## src/rtl/decrypt_stream.sv

```systemverilog
// Streaming XOR/permutation decryptor: two-stage pipeline with valid/ready handshake,
// a rotating runtime-loadable key schedule and a resync pulse for that schedule.
module decrypt_stream #(
  parameter int DATA_W    = 8,
  parameter int NUM_KEYS  = 3,
  parameter int ROT_EVERY = 1,
  parameter int PERM_ROT  = 0,
  parameter logic [NUM_KEYS*DATA_W-1:0] KEY_INIT = '0,
  localparam int IDX_W = (NUM_KEYS > 1) ? $clog2(NUM_KEYS) : 1,
  localparam int CNT_W = (ROT_EVERY > 1) ? $clog2(ROT_EVERY) : 1
) (
  input  logic              clk,
  input  logic              rst,
  input  logic [DATA_W-1:0] din,
  input  logic              din_valid,
  output logic              din_ready,
  output logic [DATA_W-1:0] dout,
  output logic              dout_valid,
  input  logic              dout_ready,
  input  logic              key_we,
  input  logic [IDX_W-1:0]  key_addr,
  input  logic [DATA_W-1:0] key_data,
  input  logic              key_sync,
  output logic [IDX_W-1:0]  key_idx
);

  localparam logic [IDX_W-1:0] LAST_IDX = IDX_W'(NUM_KEYS - 1);
  localparam logic [CNT_W-1:0] LAST_CNT = CNT_W'(ROT_EVERY - 1);

  function automatic logic [DATA_W-1:0] rotl(input logic [DATA_W-1:0] x);
    logic [DATA_W-1:0] r;
    r = '0;
    for (int i = 0; i < DATA_W; i++) begin
      r[(i + PERM_ROT) % DATA_W] = x[i];
    end
    return r;
  endfunction

  logic [DATA_W-1:0] key_r [NUM_KEYS];
  logic [IDX_W-1:0]  key_idx_r;
  logic [CNT_W-1:0]  cnt_r;
  logic              s1_valid_r;
  logic [DATA_W-1:0] s1_din_r;
  logic [DATA_W-1:0] s1_key_r;
  logic [DATA_W-1:0] dout_r;
  logic              dout_valid_r;

  logic              s2_adv_s;
  logic              din_ready_s;
  logic              accept_s;
  logic [IDX_W-1:0]  base_idx_s;
  logic [CNT_W-1:0]  base_cnt_s;
  logic [IDX_W-1:0]  next_idx_s;
  logic [CNT_W-1:0]  next_cnt_s;
  logic [DATA_W-1:0] key_sel_s;

  // Handshake and next key-schedule state; a sync in the accept cycle restarts the period at key 0
  always_comb begin
    s2_adv_s    = !dout_valid_r || dout_ready;
    din_ready_s = !rst && (!s1_valid_r || s2_adv_s);
    accept_s    = din_valid && din_ready_s;
    base_idx_s  = key_sync ? '0 : key_idx_r;
    base_cnt_s  = key_sync ? '0 : cnt_r;
    key_sel_s   = key_r[base_idx_s];
    next_idx_s  = base_idx_s;
    next_cnt_s  = base_cnt_s;
    if (accept_s) begin
      if (base_cnt_s == LAST_CNT) begin
        next_cnt_s = '0;
        next_idx_s = (base_idx_s == LAST_IDX) ? '0 : base_idx_s + IDX_W'(1);
      end else begin
        next_cnt_s = base_cnt_s + CNT_W'(1);
      end
    end else begin
      next_idx_s = base_idx_s;
      next_cnt_s = base_cnt_s;
    end
  end

  // Key registers and rotation state; the accepted beat samples the pre-write key value
  always_ff @(posedge clk) begin
    if (rst) begin
      for (int k = 0; k < NUM_KEYS; k++) begin
        key_r[k] <= KEY_INIT[k*DATA_W +: DATA_W];
      end
      key_idx_r <= '0;
      cnt_r     <= '0;
    end else begin
      if (key_we && (int'(key_addr) < NUM_KEYS)) begin
        key_r[key_addr] <= key_data;
      end
      key_idx_r <= next_idx_s;
      cnt_r     <= next_cnt_s;
    end
  end

  // Two-stage pipeline; dout keeps its last value whenever nothing new is loaded
  always_ff @(posedge clk) begin
    if (rst) begin
      s1_valid_r   <= 1'b0;
      s1_din_r     <= '0;
      s1_key_r     <= '0;
      dout_r       <= '0;
      dout_valid_r <= 1'b0;
    end else begin
      if (s2_adv_s) begin
        dout_valid_r <= s1_valid_r;
        if (s1_valid_r) begin
          dout_r <= rotl(s1_din_r ^ s1_key_r);
        end
      end
      if (accept_s) begin
        s1_valid_r <= 1'b1;
        s1_din_r   <= din;
        s1_key_r   <= key_sel_s;
      end else if (s2_adv_s) begin
        s1_valid_r <= 1'b0;
      end
    end
  end

  assign din_ready  = din_ready_s;
  assign dout       = dout_r;
  assign dout_valid = dout_valid_r;
  assign key_idx    = key_idx_r;

endmodule

```

## config.mk

```make
export PLATFORM = sky130hd
export DESIGN_NAME = decrypt_stream
export DESIGN_NICKNAME = d
export VERILOG_FILES = /design/src/rtl/decrypt_stream.sv
export SDC_FILE = /design/constraint.sdc
export NUM_CORES = 1
export LEC_CHECK = 0
export ABC_AREA = 1
export ABC_CLOCK_PERIOD_IN_PS = 1300
export BUFFER_PORTS_ARGS = -buffer_cell sky130_fd_sc_hd__buf_2
export CORE_MARGIN = 4
export CORE_UTILIZATION = 55
export CTS_CLUSTER_DIAMETER = 80
export DETAILED_ROUTE_END_ITERATION = 10
export GPL_TIMING_DRIVEN = 0
export PLACE_DENSITY = 0.77
export SYNTH_ARGS = -nofsm -noshare
export SYNTH_HDL_FRONTEND = slang
export SYNTH_SLANG_ARGS = --single-unit
```

## constraint.sdc

```tcl
create_clock -name clk -period 1.3 [get_ports clk]
set_input_delay 0 -clock clk [delete_from_list [all_inputs] [get_ports clk]]
set_output_delay 0 -clock clk [all_outputs]
set_load 0.05 [all_outputs]
```

Word-level counts from Yosys, hierarchy flattened
Memory sizes are Yosys's and may differ from the RTL's. A register that Yosys moved wholly into a read port is not among the register bits.
Index checks and enable logic that the tools add are counted.
- register bits: 21
- bits in writable memories: 24
- input port bits: 24
- output and inout bits: 12
- logic and storage cells: 40
- memories kept: 1
- add/subtract/negate cells: 2
- magnitude comparators: 1
- equal/unequal tests: 1
- multiplexer cells: 17
- bitwise operators: 1
- reduce and logical (&&, ||, !) cells: 11
- memory list (memory ; depth ; width ; read ports ; clocked after memory_dff ; write ports ; line ; RTL):
    key_r ; 3 ; 8 ; 1 ; 1 ; 3 ; 39 ; logic [DATA_W-1:0] key_r [NUM_KEYS];
- operator list (operator ; number):
    1-bit two-way mux ; 11
    2-bit two-way mux ; 5
    8-bit two-way mux ; 1
    8-bit OR reduction ; 1
    8-bit XOR ; 1
    1-bit logical AND ; 3
    1-bit zero test ; 3
    2-bit by 1-bit adder with 2-bit output, second input constant ; 1
    2-bit equality test, second input constant ; 1
    1-bit logical OR ; 2
    2-bit < comparator, second input constant ; 1
    2-bit AND reduction ; 1
    2-bit nonzero test ; 1
    1-bit adder, second input constant ; 1

Logic depth before layout (Yosys ltp)
- depth after elaboration: 7
- gate-level depth with buffers: 9
- depth with buffers taken out: 8

Worst setup path before layout
No wires, ideal clock.
- path type: register -> register
- start point: register key_idx_r[0] (netlist: key_idx[0])
- end point: register s1_key_r[6] (read register of key_r)
- setup time: 58 ps
- data arrival time: 1399 ps
- slack: -157 ps
- stages on the path, launching flop included: 10
- buffers on the path: 1
- clock period less this slack: 1457 ps
- cells stage by stage: dfxtp_1 -> inv_2 -> nor2_4 -> buf_6 -> nand2_1 -> nand2_1 -> nand2_1 -> nand2_1 -> nand2_1 -> nand2_1
- longest elaborated chain between the ends: 1
- ends and longest elaborated chain (what ; line ; RTL):
    start, declared ; 40 ; logic [IDX_W-1:0] key_idx_r;
    start signal, assigned ; 92 ; key_idx_r <= next_idx_s;
    2-bit two-way mux ; 62 ; base_idx_s = key_sync ? '0 : key_idx_r;
    end, declared ; 44 ; logic [DATA_W-1:0] s1_key_r;
No other way between the ends.
A chain may end at the register's enable or synchronous reset.

Final worst setup path
- start point: register key_idx_r[0] (netlist: key_idx[0])
- end point: register s1_key_r[0] (read register of key_r)
The elaborated chain is that of the path after synthesis.

==> run_results.csv <==
group,metric,value,unit
outcome,run_status,"finished clean",
power,clkPwrFrac,32.6,%
worst_setup_path,cp_data_arrival_time,1480,ps
worst_setup_path,timing.critical_path.to_type,"register",
sta,period_needed,1210,ps
finish,antenna_cells,0,
yosys,synth_top_family_by_area,"simple AND/OR/NAND/NOR gates",
power,power.leakage,1.50,nW
route,routed_via_count_divided_by_cell_count,4.94,
yosys,post-synth-top-area-cell,"sky130_fd_sc_hd__edfxtp_1",
finish,nets,377,
power,seq_power_share,54.5,%
yosys,synth_fa_ha_area_share,0,%
grt,largest_net_degree_at_the_start_of_global_routing,11,
sta,drv_slew,0,
sta,fin_skew,7.79,ps
clock_network,cts_tree,"built",
finish,utilization,72.1,%
clock_network,worst_skew_pair.late_latency,320,ps
grt,grt_first_pass_wirelength,9010,um
power,comb_power_share,12.9,%
floorplan,num_rows,24,
power,power_switching,0.00106,W
grt,antenna_found_initial,0,
floorplan,die-height,76.7,um
worst_setup_path,timing.critical_path.from_type,"register",
finish,post_route_cells_drive_above_1_share,21.8,%
finish,layoutNonFillerInstCount,410,
min_path,holdPathStages,4,
route,route.vias.total,2025,
floorplan,design.die.area,5890,um^2
sta,min_period_over_period,93.2,%
worst_setup_path,required,1570,ps
yosys,ys_warn_count,0,
clock_network,cts.reportedPaths.clkPinSlew,60,ps
sta,achievable-frequency,0.825,GHz
worst_setup_path,worst_r2r_path_cells,7,
worst_setup_path,crit-reg2reg-launch,"key_idx[0]$_SDFF_PP0_",
route,wl_per_cell,13.0,um
place,placed_area,2870,um^2
place,place_worst_setup_slack,-257,ps
route,wirelength,5350,um
clock_network,cts-htree-levels,3,
power,power.density_cell_area,1270,nW/um^2
yosys,number_of_cells_produced_by_synthesis,279,
yosys,mux_contribution_to_synthesized_area,0,%
clock_network,root_buffer_selected_by_cts,"sky130_fd_sc_hd__clkbuf_8",
floorplan,core_region_area,4470,um^2
sta,finalHoldWorstSlack,14.8,ps
floorplan,top_level_ports,36,
clock_network,cts_inserted_buffers,9,
grt,globalRoute.totalOverflow,0,
clock_network,cts.path.max_buffers,2,
yosys,post_synth_main_area_contributors,"sky130_fd_sc_hd__edfxtp_1 37%, sky130_fd_sc_hd__dfxtp_1 22%, sky130_fd_sc_hd__nand2_1 12%",
sta,final.setup.worst_slack,88.3,ps
place,gpl.final_weighted_congestion,0.806,
grt,track_usage,19.7,%
route,drc_errors,0,
yosys,postSynth.topFlopCell,"sky130_fd_sc_hd__edfxtp_1",
power,internal_power,0.00305,W
yosys,synth-compound-area-share,6.02,%
yosys,synth.most_common_cell,"sky130_fd_sc_hd__nand2_1",
yosys,synth_common_cells,"81 x sky130_fd_sc_hd__nand2_1, 46 x sky130_fd_sc_hd__nor2_1, 32 x sky130_fd_sc_hd__edfxtp_1",
yosys,synth_area_per_cell,9.31,um^2
clock_network,clock_sink_count,61,
finish,area_growth_syn_to_layout,24.1,%
worst_setup_path,criticalPathCategory,"reg2reg",
worst_setup_path,critical_path.reg2reg.endpoint,"s1_key_r[0]$_SDFFE_PP0P_",
power,swShare,25.7,%
min_path,worst_hold_path.endpoint,"dout_valid$_SDFFE_PP0P_",
power,vdd_drop_max,0.000833,V
route,drt.antenna.violating_nets,0,
job,max_cap_violations,0,
finish,finish.instance_area,3230,um^2
worst_setup_path,setup.reg_to_reg.worst_slack,90,ps
grt,grt_pass1_vias,2013,
sta,finalHoldViolations,0,
floorplan,floorplan.initialDensity,58.1,%
floorplan,dieWidth,76.7,um
worst_setup_path,worst-path-max-fanout,9,
route,drt-initial-drc-count,154,
place,io_buffers,35,
yosys,synth-seq-area-share,59.3,%
yosys,synth-edff-count,32,
yosys,xor_xnor_fraction_of_synth_area,2.70,%
place,place.detailed.instances,373,
place,detailed_place_hpwl,3610,um
yosys,yosys_register_bits,61,
yosys,ys_types,25,
route,router_iterations_before_antenna_repair,4,
sta,timing.final.setup_violations,0,
yosys,post_synth_instance_area,2600,um^2
min_path,hold_class,"in2reg",
yosys,area_fraction_in_and_or_nand_and_nor_cells_after_synthesis,26.2,%
finish,number_of_fillers_in_the_final_layout,350,
yosys,async_flop_share,0,%
yosys,portion_of_synthesized_cell_area_occupied_by_the_leading_cell_type,37.0,%
min_path,worst_hold_startpoint,"dout_ready",
==> stage by stage <==
step | total power, W | setup TNS [ps]
floorplan | 0.00261 | 0
global placement | 0.00274 | -4000
detailed placement | 0.00276 | -4890
CTS | 0.00412 | 0
global route | 0.00431 | -43.0
finish | 0.00410 | 0
==> critical path, cell delays in order (launching register included) <==
cell and delay, ps:
sky130_fd_sc_hd__dfxtp_4 370, sky130_fd_sc_hd__inv_4 70, sky130_fd_sc_hd__nor2_4 220, sky130_fd_sc_hd__buf_2 220, sky130_fd_sc_hd__o21ai_0 90, sky130_fd_sc_hd__nand2_1 80
sky130_fd_sc_hd__nand2_1 50, sky130_fd_sc_hd__nand2_1 50
==> what timing repair did <==
item | CTS | global route
endpoints found under the hold margin | 20 | 0
hold buffers | 17 | 0
setup endpoints to repair | 0 | 14
setup buffers | 0 | 3
gates resized for setup | 0 | 4
==> final cells by class <==
type / instances / area, um^2 / share of cell area [%]
inverter: 18 / 75.1 / 2.33
clock inverter: 3 / 12.5 / 0.388
multi-input combinational: 199 / 941 / 29.2
timing repair buffer: 56 / 373 / 11.6
buffer: 8 / 72.6 / 2.25
tap: 52 / 65.1 / 2.02
sequential: 61 / 1550 / 48.0
clock buffer: 13 / 139 / 4.31
==> metal layers <==
metal  up-vias  global-route usage, %  routed length [um]
met5         -                      0                   0
met4         0                   7.61                  56
met3         6                   5.27                 276
met2        51                   33.3                2640
met1       923                   24.1                2370
li1       1045                      -                   -
==> power by group through the flow <==
stage / Clock [W] / Combinational, W / Sequential (W)
final: 0.00134 / 0.000528 / 0.00224
after global routing: 0.00147 / 0.000586 / 0.00225
after CTS: 0.00137 / 0.000521 / 0.00224
after detailed placement: 0 / 0.000479 / 0.00228
after global placement: 0 / 0.000469 / 0.00227
after floorplan: 0 / 0.000265 / 0.00235
==> how the worst max path moves through the flow <==
stage / start / to / slack (ps) / depth (start not counted)
6_report: key_idx[0]$_SDFF_PP0_ / s1_key_r[0]$_SDFFE_PP0P_ / 90 / 7
5_1_grt: key_idx[0]$_SDFF_PP0_ / s1_key_r[0]$_SDFFE_PP0P_ / -20 / 7
4_1_cts: key_idx[0]$_SDFF_PP0_ / s1_key_r[3]$_SDFFE_PP0P_ / 60 / 7
3_5_place_dp: key_addr[1] / key_r[1][0]$_SDFFCE_PN0P_ / -260 / 6
3_3_place_gp: key_addr[1] / key_r[1][5]$_SDFFCE_PN0P_ / -220 / 6
2_1_floorplan: key_idx[0]$_SDFF_PP0_ / s1_key_r[6]$_SDFFE_PP0P_ / 60 / 9
==> layout by cell type, fill, tap and decap left out, types with 8 or more instances in the layout <==
cell type and count:
sky130_fd_sc_hd__nand3_1 13, sky130_fd_sc_hd__dfxtp_1 26, sky130_fd_sc_hd__edfxtp_1 32, sky130_fd_sc_hd__a21oi_1 10, sky130_fd_sc_hd__nor2_1 46, sky130_fd_sc_hd__o21ai_0 16
sky130_fd_sc_hd__dlygate4sd3_1 17, sky130_fd_sc_hd__nand2_1 80, sky130_fd_sc_hd__conb_1 8, sky130_fd_sc_hd__clkbuf_8 9, sky130_fd_sc_hd__xnor2_1 8, sky130_fd_sc_hd__buf_2 37
sky130_fd_sc_hd__inv_1 14
==> sequential cells by signal, summed over array words and instances, names as in the netlist <==
register    cells
s1_din_r        8
dout_valid      1
s1_key_r        8
cnt_r           1
key_r          32
dout            8
s1_valid_r      1
key_idx         2
==> cells by family (layout without fill, tap and decap cells) <==
family          Yosys count  after routing
compound gates           29             29
simple gates            154            154
flops                    61             61
xor+xnor                  8              8
other cells               1              8
buf+inv                  26             98
Note: power is estimated with default switching activity, not from simulation.
